$ cat src/rtl/chess_pkg.sv
// Shared piece codes, response codes and sequencer states for the move-check path.
package chess_pkg;

  localparam logic [3:0] W_ROOK   = 4'd0;
  localparam logic [3:0] W_KNIGHT = 4'd1;
  localparam logic [3:0] W_BISHOP = 4'd2;
  localparam logic [3:0] W_QUEEN  = 4'd3;
  localparam logic [3:0] W_KING   = 4'd4;
  localparam logic [3:0] W_PAWN   = 4'd5;
  localparam logic [3:0] B_ROOK   = 4'd6;
  localparam logic [3:0] B_KNIGHT = 4'd7;
  localparam logic [3:0] B_BISHOP = 4'd8;
  localparam logic [3:0] B_QUEEN  = 4'd9;
  localparam logic [3:0] B_KING   = 4'd10;
  localparam logic [3:0] B_PAWN   = 4'd11;
  localparam logic [3:0] EMPTY    = 4'd12;

  typedef enum logic [1:0] {
    OK      = 2'd0,
    ILLEGAL = 2'd1,
    BAD_SRC = 2'd2,
    TIMEOUT = 2'd3
  } rsp_code_t;

  typedef enum logic [2:0] {IDLE, FETCH, SCREEN, ISSUE, WAIT, RESP} seq_state_t;

  // Codes 13..15 are unused and read as empty squares.
  function automatic logic is_empty(logic [3:0] p);
    return p >= EMPTY;
  endfunction

  function automatic logic is_black(logic [3:0] p);
    return (p >= B_ROOK) && (p <= B_PAWN);
  endfunction

endpackage

$ cat src/rtl/move_check_sequencer_if.sv
// Request, board, validator and response signals of the move-check sequencer.
interface move_check_sequencer_if;
  logic                       mv_req_valid;
  logic                       mv_req_ready;
  logic [2:0]                 mv_old_x;
  logic [2:0]                 mv_old_y;
  logic [2:0]                 mv_new_x;
  logic [2:0]                 mv_new_y;
  logic [7:0][7:0][3:0]       board_in;
  logic [3:0]                 val_piece_type;
  logic [2:0]                 val_old_x;
  logic [2:0]                 val_old_y;
  logic [2:0]                 val_new_x;
  logic [2:0]                 val_new_y;
  logic                       val_valid_input;
  logic                       val_valid_move;
  logic                       val_valid_output;
  logic                       rsp_valid;
  logic [1:0]                 rsp_code;
  logic                       commit_valid;
  logic                       side_to_move;

  // Sequencer side.
  modport slave (
    input  mv_req_valid, mv_old_x, mv_old_y, mv_new_x, mv_new_y, board_in,
    input  val_valid_move, val_valid_output,
    output mv_req_ready, val_piece_type, val_old_x, val_old_y, val_new_x, val_new_y,
    output val_valid_input, rsp_valid, rsp_code, commit_valid, side_to_move
  );

  // Requester / validator / board side.
  modport master (
    output mv_req_valid, mv_old_x, mv_old_y, mv_new_x, mv_new_y, board_in,
    output val_valid_move, val_valid_output,
    input  mv_req_ready, val_piece_type, val_old_x, val_old_y, val_new_x, val_new_y,
    input  val_valid_input, rsp_valid, rsp_code, commit_valid, side_to_move
  );
endinterface

$ cat src/rtl/move_screen.sv
// Combinational pre-validator screening of a move request.
// MOVE_CHECK_KING_EN: check king steps locally instead of rejecting every king move.
module move_screen
  import chess_pkg::*;
(
  input  logic [3:0] piece_i,
  input  logic [3:0] dest_i,
  input  logic [2:0] old_x_i,
  input  logic [2:0] old_y_i,
  input  logic [2:0] new_x_i,
  input  logic [2:0] new_y_i,
  input  logic       side_i,
  output logic       issue_o,
  output rsp_code_t  code_o
);

`ifdef MOVE_CHECK_KING_EN
  logic [2:0] dx, dy;
  logic       king_ok;
  assign dx      = (old_x_i > new_x_i) ? old_x_i - new_x_i : new_x_i - old_x_i;
  assign dy      = (old_y_i > new_y_i) ? old_y_i - new_y_i : new_y_i - old_y_i;
  assign king_ok = (dx <= 3'd1) && (dy <= 3'd1);
`else
  // The validator has no king rule, so kings can never be approved.
  logic king_ok;
  assign king_ok = 1'b0;
`endif

  always_comb begin
    issue_o = 1'b0;
    code_o  = OK;
    if (is_empty(piece_i) || (is_black(piece_i) != side_i)) begin
      code_o = BAD_SRC;
    end else if ((old_x_i == new_x_i) && (old_y_i == new_y_i)) begin
      code_o = ILLEGAL;
    end else if (!is_empty(dest_i) && (is_black(dest_i) == is_black(piece_i))) begin
      code_o = ILLEGAL;
    end else if ((piece_i == W_KING) || (piece_i == B_KING)) begin
      code_o = king_ok ? OK : ILLEGAL;
    end else begin
      issue_o = 1'b1;
    end
  end

endmodule

$ cat src/rtl/move_check_sequencer.sv
// Sequences one move request through screening and the piece-rule validator.
// Optional macro MOVE_CHECK_KING_EN enables in-block king step checking (see move_screen).
module move_check_sequencer
  import chess_pkg::*;
#(
  parameter int unsigned TIMEOUT_CYC = 64,
  parameter int unsigned TMR_W       = 7
) (
  input  logic                   clk,
  input  logic                   reset_n,
  input  logic                   new_game,
  move_check_sequencer_if.slave  bus
);

  seq_state_t       state_q;
  logic [2:0]       old_x_q, old_y_q, new_x_q, new_y_q;
  logic [3:0]       piece_q, dest_q;
  logic [TMR_W-1:0] timer_q;
  logic             side_q;
  logic             val_start_q;
  logic             rsp_valid_q;
  logic             commit_q;
  rsp_code_t        rsp_code_q;

  logic             scr_issue;
  rsp_code_t        scr_code;

  move_screen u_screen (
    .piece_i (piece_q),
    .dest_i  (dest_q),
    .old_x_i (old_x_q),
    .old_y_i (old_y_q),
    .new_x_i (new_x_q),
    .new_y_i (new_y_q),
    .side_i  (side_q),
    .issue_o (scr_issue),
    .code_o  (scr_code)
  );

  always_ff @(posedge clk) begin
    if (!reset_n) begin
      state_q     <= IDLE;
      old_x_q     <= '0;
      old_y_q     <= '0;
      new_x_q     <= '0;
      new_y_q     <= '0;
      piece_q     <= EMPTY;
      dest_q      <= EMPTY;
      timer_q     <= '0;
      side_q      <= 1'b0;
      val_start_q <= 1'b0;
      rsp_valid_q <= 1'b0;
      commit_q    <= 1'b0;
      rsp_code_q  <= OK;
    end else begin
      val_start_q <= 1'b0;
      rsp_valid_q <= 1'b0;
      commit_q    <= 1'b0;
      if (new_game) begin
        state_q <= IDLE;
        side_q  <= 1'b0;
      end else begin
        unique case (state_q)
          IDLE: begin
            if (bus.mv_req_valid) begin
              old_x_q <= bus.mv_old_x;
              old_y_q <= bus.mv_old_y;
              new_x_q <= bus.mv_new_x;
              new_y_q <= bus.mv_new_y;
              state_q <= FETCH;
            end
          end
          FETCH: begin
            piece_q <= bus.board_in[old_y_q][old_x_q];
            dest_q  <= bus.board_in[new_y_q][new_x_q];
            state_q <= SCREEN;
          end
          SCREEN: begin
            if (scr_issue) begin
              val_start_q <= 1'b1;
              state_q     <= ISSUE;
            end else begin
              rsp_valid_q <= 1'b1;
              rsp_code_q  <= scr_code;
              commit_q    <= (scr_code == OK);
              state_q     <= RESP;
            end
          end
          ISSUE: begin
            timer_q <= '0;
            state_q <= WAIT;
          end
          WAIT: begin
            // A done arriving on the last allowed cycle still beats the timeout.
            if (bus.val_valid_output) begin
              rsp_valid_q <= 1'b1;
              rsp_code_q  <= bus.val_valid_move ? OK : ILLEGAL;
              commit_q    <= bus.val_valid_move;
              state_q     <= RESP;
            end else if (timer_q == TMR_W'(TIMEOUT_CYC - 1)) begin
              rsp_valid_q <= 1'b1;
              rsp_code_q  <= TIMEOUT;
              state_q     <= RESP;
            end else begin
              timer_q <= timer_q + 1'b1;
            end
          end
          RESP: begin
            if (rsp_code_q == OK) side_q <= ~side_q;
            state_q <= IDLE;
          end
          default: state_q <= IDLE;
        endcase
      end
    end
  end

  // new_game must also squash a response already sitting in the output register.
  assign bus.mv_req_ready    = (state_q == IDLE) && !new_game;
  assign bus.rsp_valid       = rsp_valid_q && !new_game;
  assign bus.commit_valid    = commit_q && !new_game;
  assign bus.rsp_code        = rsp_code_q;
  assign bus.val_valid_input = val_start_q;
  assign bus.val_piece_type  = piece_q;
  assign bus.val_old_x       = old_x_q;
  assign bus.val_old_y       = old_y_q;
  assign bus.val_new_x       = new_x_q;
  assign bus.val_new_y       = new_y_q;
  assign bus.side_to_move    = side_q;

endmodule

$ cat src/flat_wrapper.sv
// flat-port wrapper written by rule: the top's interface ports become plain ports
module move_check_sequencer_flat import chess_pkg::*;
#(
  parameter int unsigned TIMEOUT_CYC = 64,
  parameter int unsigned TMR_W       = 7
)
  (clk, reset_n, new_game, bus_mv_req_valid, bus_mv_old_x, bus_mv_old_y, bus_mv_new_x, bus_mv_new_y, bus_board_in, bus_val_valid_move, bus_val_valid_output, bus_mv_req_ready, bus_val_piece_type, bus_val_old_x, bus_val_old_y, bus_val_new_x, bus_val_new_y, bus_val_valid_input, bus_rsp_valid, bus_rsp_code, bus_commit_valid, bus_side_to_move);
  move_check_sequencer_if bus_i ();
  input  logic clk;
  input  logic reset_n;
  input  logic new_game;
  input wire logic [$bits(bus_i.mv_req_valid)-1:0] bus_mv_req_valid;
  input wire logic [$bits(bus_i.mv_old_x)-1:0] bus_mv_old_x;
  input wire logic [$bits(bus_i.mv_old_y)-1:0] bus_mv_old_y;
  input wire logic [$bits(bus_i.mv_new_x)-1:0] bus_mv_new_x;
  input wire logic [$bits(bus_i.mv_new_y)-1:0] bus_mv_new_y;
  input wire logic [$bits(bus_i.board_in)-1:0] bus_board_in;
  input wire logic [$bits(bus_i.val_valid_move)-1:0] bus_val_valid_move;
  input wire logic [$bits(bus_i.val_valid_output)-1:0] bus_val_valid_output;
  output wire logic [$bits(bus_i.mv_req_ready)-1:0] bus_mv_req_ready;
  output wire logic [$bits(bus_i.val_piece_type)-1:0] bus_val_piece_type;
  output wire logic [$bits(bus_i.val_old_x)-1:0] bus_val_old_x;
  output wire logic [$bits(bus_i.val_old_y)-1:0] bus_val_old_y;
  output wire logic [$bits(bus_i.val_new_x)-1:0] bus_val_new_x;
  output wire logic [$bits(bus_i.val_new_y)-1:0] bus_val_new_y;
  output wire logic [$bits(bus_i.val_valid_input)-1:0] bus_val_valid_input;
  output wire logic [$bits(bus_i.rsp_valid)-1:0] bus_rsp_valid;
  output wire logic [$bits(bus_i.rsp_code)-1:0] bus_rsp_code;
  output wire logic [$bits(bus_i.commit_valid)-1:0] bus_commit_valid;
  output wire logic [$bits(bus_i.side_to_move)-1:0] bus_side_to_move;
  assign bus_i.mv_req_valid = bus_mv_req_valid;
  assign bus_i.mv_old_x = bus_mv_old_x;
  assign bus_i.mv_old_y = bus_mv_old_y;
  assign bus_i.mv_new_x = bus_mv_new_x;
  assign bus_i.mv_new_y = bus_mv_new_y;
  assign bus_i.board_in = bus_board_in;
  assign bus_i.val_valid_move = bus_val_valid_move;
  assign bus_i.val_valid_output = bus_val_valid_output;
  assign bus_mv_req_ready = bus_i.mv_req_ready;
  assign bus_val_piece_type = bus_i.val_piece_type;
  assign bus_val_old_x = bus_i.val_old_x;
  assign bus_val_old_y = bus_i.val_old_y;
  assign bus_val_new_x = bus_i.val_new_x;
  assign bus_val_new_y = bus_i.val_new_y;
  assign bus_val_valid_input = bus_i.val_valid_input;
  assign bus_rsp_valid = bus_i.rsp_valid;
  assign bus_rsp_code = bus_i.rsp_code;
  assign bus_commit_valid = bus_i.commit_valid;
  assign bus_side_to_move = bus_i.side_to_move;
  move_check_sequencer #(.TIMEOUT_CYC(TIMEOUT_CYC), .TMR_W(TMR_W)) u_core (.clk(clk), .reset_n(reset_n), .new_game(new_game), .bus(bus_i));
endmodule
$ cat config.mk
export PLATFORM = sky130hd
export DESIGN_NAME = move_check_sequencer_flat
export DESIGN_NICKNAME = d
export VERILOG_FILES = /design/src/rtl/chess_pkg.sv /design/src/rtl/move_check_sequencer_if.sv /design/src/rtl/move_screen.sv /design/src/rtl/move_check_sequencer.sv /design/src/flat_wrapper.sv
export SDC_FILE = /design/constraint.sdc
export NUM_CORES = 1
export LEC_CHECK = 0
export BUFFER_PORTS_ARGS = -buffer_cell sky130_fd_sc_hd__buf_4
export CAP_MARGIN = 40
export CORE_UTILIZATION = 30
export CTS_CLUSTER_DIAMETER = 60
export CTS_CLUSTER_SIZE = 28
export DETAILED_ROUTE_END_ITERATION = 16
export PLACE_DENSITY_LB_ADDON = 0.15
export SLEW_MARGIN = 25
export SYNTH_ARGS = -nofsm -noshare
export SYNTH_HDL_FRONTEND = slang
export SYNTH_SLANG_ARGS = --single-unit
$ cat constraint.sdc
create_clock -name clk -period 2.75 [get_ports clk]
set_input_delay 0 -clock clk [delete_from_list [all_inputs] [get_ports clk]]
set_output_delay 0 -clock clk [all_outputs]
set_load 0.05 [all_outputs]
Yosys cells after proc, flatten, opt, wreduce, memory -nomap -nowiden
Index checks and enable logic that the tools add are counted.
{ "totals": {"word_cells": 106, "in_bits": 274, "reg_bits": 36, "out_inout_bits": 23} }
{ "classes": {"n_reduce_logical": 24, "order_cmp": 10, "addsub": 1, "muxes": 37, "n_eq_ne": 17, "bitwise": 4} }
{ "op_table": {"columns": ["op", "count"], "rows": [
  ["$bmux W32 S3", 2],
  ["$mux W32", 2],
  ["$bmux W4 S3", 2],
  ["$lt A3 B4 Y1 const B", 4],
  ["$pmux W3 S5", 1],
  ["$mux W1", 14],
  ["$mux W7", 2],
  ["$pmux W7 S2", 1],
  ["$mux W3", 4],
  ["$ge A4 B3 Y1 const B", 2],
  ["$ge A4 B4 Y1 const B", 2],
  ["$le A4 B4 Y1 const B", 2],
  ["$mux W2", 4],
  ["$mux W4", 2],
  ["$ne A2 B2 Y1 const B", 4],
  ["$reduce_and A4 Y1", 2],
  ["$add A7 B1 Y7 const B", 1],
  ["$eq A7 B6 Y1 const B", 1],
  ["$logic_and A1 B1 Y1", 7],
  ["$eq A3 B2 Y1 const B", 2],
  ["$eq A3 B3 Y1", 2],
  ["$eq A3 B3 Y1 const B", 2],
  ["$reduce_and A2 Y1", 3],
  ["$eq A4 B3 Y1 const B", 1],
  ["other kinds (16)", 24]
]} }

Logic depth before layout (Yosys ltp)
{ "depth": {"ltp_word": 10, "depth_mapped": 10, "depth_no_buf": 7} }

By module
Synthesis repeated with hierarchy kept, for this count alone.
{ "hier_totals": {"hier_cells": 628, "area_unflattened_um2": 6200.9} }
{ "by_module_without_submodules": {"columns": ["mod", "seq_area_each_um2", "cells_each", "area_per_inst_um2", "instances"], "rows": [
  ["move_check_sequencer", 720.7, 605, 6022.0, 1],
  ["move_screen", 0.0, 23, 178.9, 1]
]} }

Worst setup path after synthesis
Ideal clock, no wire load.
{ "synth_timing": {"kind": "register to register", "start": "register u_core.state_q[0]", "end": "register u_core.old_y_q[2], in the netlist u_core.bus.val_old_y[2]", "stages_incl_launch_ff": 7, "setup_slack_ps": -349, "period_less_slack_ps": 3099, "setup_time_ps": 117, "arrival_time_ps": 2982, "required_time_ps": 2633, "n_path_buf": 2, "cell_sequence": "dfxtp_1 > clkbuf_1 > nor4_1 > nand2_1 > buf_2 > mux2i_1 > nor2b_1"} }
{ "synth_via": {"elab_chain_len": 2} }
{ "synth_lines": {"columns": ["item", "line_no", "text"], "rows": [
  ["start, declared", "move_check_sequencer.sv:15", "seq_state_t state_q;"],
  ["start signal, assigned", "move_check_sequencer.sv:42", "state_q <= IDLE;"],
  ["start signal, assigned", "move_check_sequencer.sv:60", "state_q <= IDLE;"],
  ["start signal, assigned", "move_check_sequencer.sv:70", "state_q <= FETCH;"],
  ["$logic_not A3 Y1", "move_check_sequencer.sv:63", "unique case (state_q)"],
  ["$reduce_and A3 Y1 (no source line)", null, null],
  ["end signal, assigned", "move_check_sequencer.sv:67", "old_y_q <= bus.mv_old_y;"],
  ["end, declared", "move_check_sequencer.sv:16", "logic [2:0] old_x_q, old_y_q, new_x_q, new_y_q;"]
]} }
No other way between the ends.
A chain may end at the register's enable or synchronous reset.

Final worst setup path
{ "layout_timing": {"start": "register u_core.new_y_q[1], in the netlist u_core.bus.val_new_y[1]", "end": "register u_core.dest_q[1]"} }
{ "layout_via": {"elab_chain_len": 4} }
{ "layout_lines": {"columns": ["item", "line_no", "text"], "rows": [
  ["start, declared", "move_check_sequencer.sv:16", null],
  ["start signal, assigned", "move_check_sequencer.sv:69", "new_y_q <= bus.mv_new_y;"],
  ["$bmux W32 S3", "move_check_sequencer.sv:75", "dest_q <= bus.board_in[new_y_q][new_x_q];"],
  ["$mux W32 (not written as such)", "move_check_sequencer.sv:75", null],
  ["$bmux W4 S3", "move_check_sequencer.sv:75", null],
  ["$mux W4 (not written as such)", "move_check_sequencer.sv:75", null],
  ["end signal, assigned", "move_check_sequencer.sv:75", null],
  ["end, declared", "move_check_sequencer.sv:17", "logic [3:0] piece_q, dest_q;"]
]} }
No other way between the ends. The select of a mux whose other input is x is not followed.

==> impl_metrics.env <==
export IMPL_grt_pass1_vias=6035
export IMPL_fmax_ghz=0.407
export IMPL_hp_start="bus_mv_new_x[1]"
export IMPL_r2r_cells=6
export IMPL_cts_sinks=35
export IMPL_synth_ff_type="dfxtp_1"
export IMPL_synth_fa_ha_area_frac=0.00231
export IMPL_ioPinCount=297
export IMPL_route_detailed_drc=0
export IMPL_cp_required_ns=2.92
export IMPL_grt_max_degree=34
export IMPL_antenna_found_initial=0
export IMPL_async_reset_ff_frac=0
export IMPL_synth_top_area_share=0.428
export IMPL_ant_nets=0
export IMPL_vias=5610
export IMPL_finalHoldViolCount=0
export IMPL_tns_ns=0
export IMPL_synth_top_family_by_area="multiplexers"
export IMPL_fillCellCount=1657
export IMPL_worst_setup_path_type="flip-flop to flip-flop"
export IMPL_avgSynthCellArea_um2=11.1
export IMPL_switching_share=0.312
export IMPL_maxSlewHeadroom=0.500
export IMPL_worst_path_max_fanout=26
export IMPL_root_buffer="clkbuf_16"
export IMPL_drive_above_1_share=0.579
export IMPL_critPathLaunchType="flip-flop"
export IMPL_yosysWarnings=0
export IMPL_end_kind="flip-flop"
export IMPL_clock_path_buffers=2
export IMPL_reg2reg_to="u_core.dest_q[1]"
export IMPL_switchingPower_mw=0.683
export IMPL_path_clk_slew_ns=0.06
export IMPL_synth_mux_area_frac=0.564
export IMPL_dpl_hpwl_um=18200
export IMPL_clkLatencyLatePin_ns=0.28
export IMPL_num_rows=48
export IMPL_synth_edf_count=0
export IMPL_skew_ns=0.00690
export IMPL_synth_cell_types=53
export IMPL_start_util=0.310
export IMPL_netlist_instances=489
export IMPL_seqCellArea_um2=712
export IMPL_min_to="u_core.bus.val_new_x[1]"
export IMPL_yosys_area_share_simple=0.124
export IMPL_cts_htree_levels=2
export IMPL_hold_depth=3
export IMPL_overflow=0
export IMPL_finalPower_mw=2.19
export IMPL_worstReg2RegStart="u_core.bus.val_new_y[1]"
export IMPL_routabilityCongestion=0.905
export IMPL_setup_viol=0
export IMPL_cts_tree="yes"
export IMPL_maxCapViolCount=0
export IMPL_tightest_slew_ns=0.743
export IMPL_synth_fp_nets=764
export IMPL_p_per_area_nw_per_um2=270
export IMPL_hold_path_class="primary input to flip-flop"
export IMPL_vdd_drop_max_mv=0.230
export IMPL_coreArea_um2=17500
export IMPL_seq_area_frac_synth=0.129
export IMPL_power_leakage_nw=3.22
export IMPL_p_clk_frac=0.256
export IMPL_multi_input_area_um2=4410
export IMPL_crit_arrival_ns=2.63
export IMPL_drt_iter0_drc=323
export IMPL_die_x_um=136
export IMPL_outcome="complete, no violations"
export IMPL_drt_total_wl_um=21700
export IMPL_cts_buffers=5
export IMPL_syn_to_final_growth_pct=49.2
export IMPL_grt_use_total=0.232
export IMPL_nNetsFinal=1047
export IMPL_firstDrtPassIters=5
export IMPL_final_common_cell="buf_4"
export IMPL_synthTopCellsByArea="mux4_2 43%, dfxtp_1 13%, mux2i_1 13%"
export IMPL_insertedDiodeCount=0
export IMPL_synth_compound_area_share=0.104
export IMPL_synth_seq_cells=35
export IMPL_yosysTopAreaCell="mux4_2"
export IMPL_grt_pass1_wl_um=32600
export IMPL_mostFrequentLayoutCells="321 x buf_4, 103 x mux4_2, 70 x mux2i_1"
export IMPL_die_area_um2=18600
export IMPL_worst_r2r_setup_slack_ns=0.29
export IMPL_synth_area_um2=5410
export IMPL_die_h_um=136
export IMPL_p_int_mw=1.50
export IMPL_min_period_ns=2.46
export IMPL_p_comb_frac=0.481
export IMPL_routed_via_density=5.63
export IMPL_post_route_util=0.462
export IMPL_finalCritPeriodShare=0.894
export IMPL_synth_xor_area_share=0.0178
export IMPL_routedWlPerCell_um=21.8
export IMPL_grt_setup_unrepaired="no"
export IMPL_seqPwrFrac=0.263
export IMPL_slew_viol_final=0
export IMPL_port_buffer_count=296
critical path: stages, from the launching register on:
cell and delay, ns:
dfxtp_2 0.73, buf_4 0.49, mux4_2 0.37, a221oi_1 0.37, nand4_1 0.20, nand2_1 0.11, a21oi_1 0.06
metal layers:
metal	vias up	GRT usage	part of all wire
li1	2565	-	-
met1	2760	0.287	0.39
met2	257	0.417	0.52
met3	28	0.0324	0.066
met4	0	0.0642	0.023
met5	-	0	0
flip-flops by register name, summed over array words and instances (netlist names):
| register | count |
|---|---|
| u_core.bus.rsp_code | 2 |
| u_core.bus.side_to_move | 1 |
| u_core.bus.val_new_x | 3 |
| u_core.bus.val_new_y | 3 |
| u_core.bus.val_old_x | 3 |
| u_core.bus.val_old_y | 3 |
| u_core.bus.val_piece_type | 4 |
| u_core.bus.val_valid_input | 1 |
| u_core.commit_q | 1 |
| u_core.dest_q | 3 |
| u_core.rsp_valid_q | 1 |
| u_core.state_q | 3 |
| u_core.timer_q | 7 |
cell families (layout without fill, tap and decap cells):
logic type,after synthesis,in the layout
DFF,35,35
muxes,176,176
adders and majority gates,1,1
xor gates and xnor gates,11,11
and+or+nand+nor,130,130
AOI/OAI and AO/OA,78,78
buffers and inverters,58,341
metrics by stage:
stage               area [um^2]  cells  hold WS (ns)  worst slack (ns)
finish                     8080    997       0.00164             0.291
global placement           7850    981         0.254             0.354
detailed placement         7850    981         0.255             0.304
global route               8080    997        0.0154             0.113
CTS                        8080    997       0.00290             0.290
floorplan                  5420    489        0.0974             0.230
cell type report:
cell class,instances,share of cell area
clock buffers,6,0.0172
clock inverters,1,0.000619
multi-input cells,396,0.546
repair buffers,331,0.312
inverters,3,0.00139
well taps,225,0.0348
flip-flops and latches,35,0.0881
power groups by stage:
stage          logic, mW  clock network, mW  registers (mW)
2_1_floorplan      0.549                  0           0.582
3_3_place_gp        1.03                  0           0.584
3_5_place_dp        1.04                  0           0.586
4_1_cts             1.06              0.572           0.575
5_1_grt             1.12              0.592           0.579
6_report            1.05              0.560           0.574
worst max path at each step:
| stage | from | to | depth (start not counted) |
|---|---|---|---|
| 2_1_floorplan | u_core.bus.val_new_y[0] | u_core.dest_q[3] | 6 |
| 3_3_place_gp | u_core.bus.val_old_y[0] | u_core.bus.val_piece_type[3] | 5 |
| 3_5_place_dp | u_core.bus.val_new_y[1] | u_core.state_q[1] | 6 |
| 4_1_cts | u_core.bus.val_new_y[1] | u_core.state_q[1] | 6 |
| 5_1_grt | u_core.bus.val_new_y[1] | u_core.state_q[1] | 6 |
| 6_report | u_core.bus.val_new_y[1] | u_core.dest_q[1] | 6 |
what timing repair did:
| action | CTS | global route |
|---|---|---|
| hold buffers | 9 | 0 |
| hold endpoints to repair | 8 | 0 |
| setup buffers | 0 | 0 |
| gates resized for setup | 0 | 0 |
cell usage after synthesis, types with 3 or more instances:
| cell | instances |
|---|---|
| mux4_2 | 103 |
| mux2i_1 | 70 |
| dfxtp_1 | 35 |
| nor2_1 | 29 |
| nand2_1 | 27 |
| nor2b_1 | 24 |
| buf_2 | 18 |
| clkbuf_1 | 17 |
| a21oi_1 | 16 |
| o21ai_0 | 11 |
| buf_4 | 10 |
| nand3_1 | 10 |
| a22oi_1 | 9 |
| a221oi_1 | 8 |
| nand2b_1 | 8 |
| nor3_1 | 8 |
| xor2_1 | 8 |
| buf_1 | 6 |
| a211oi_1 | 5 |
| a22o_1 | 4 |
| nand4_1 | 4 |
| o22ai_1 | 4 |
| o31ai_1 | 4 |
| o32a_1 | 4 |
| and3_1 | 3 |
| mux2_2 | 3 |
| nor4_1 | 3 |
| xnor2_1 | 3 |
Note: power is estimated with default switching activity, not from simulation.
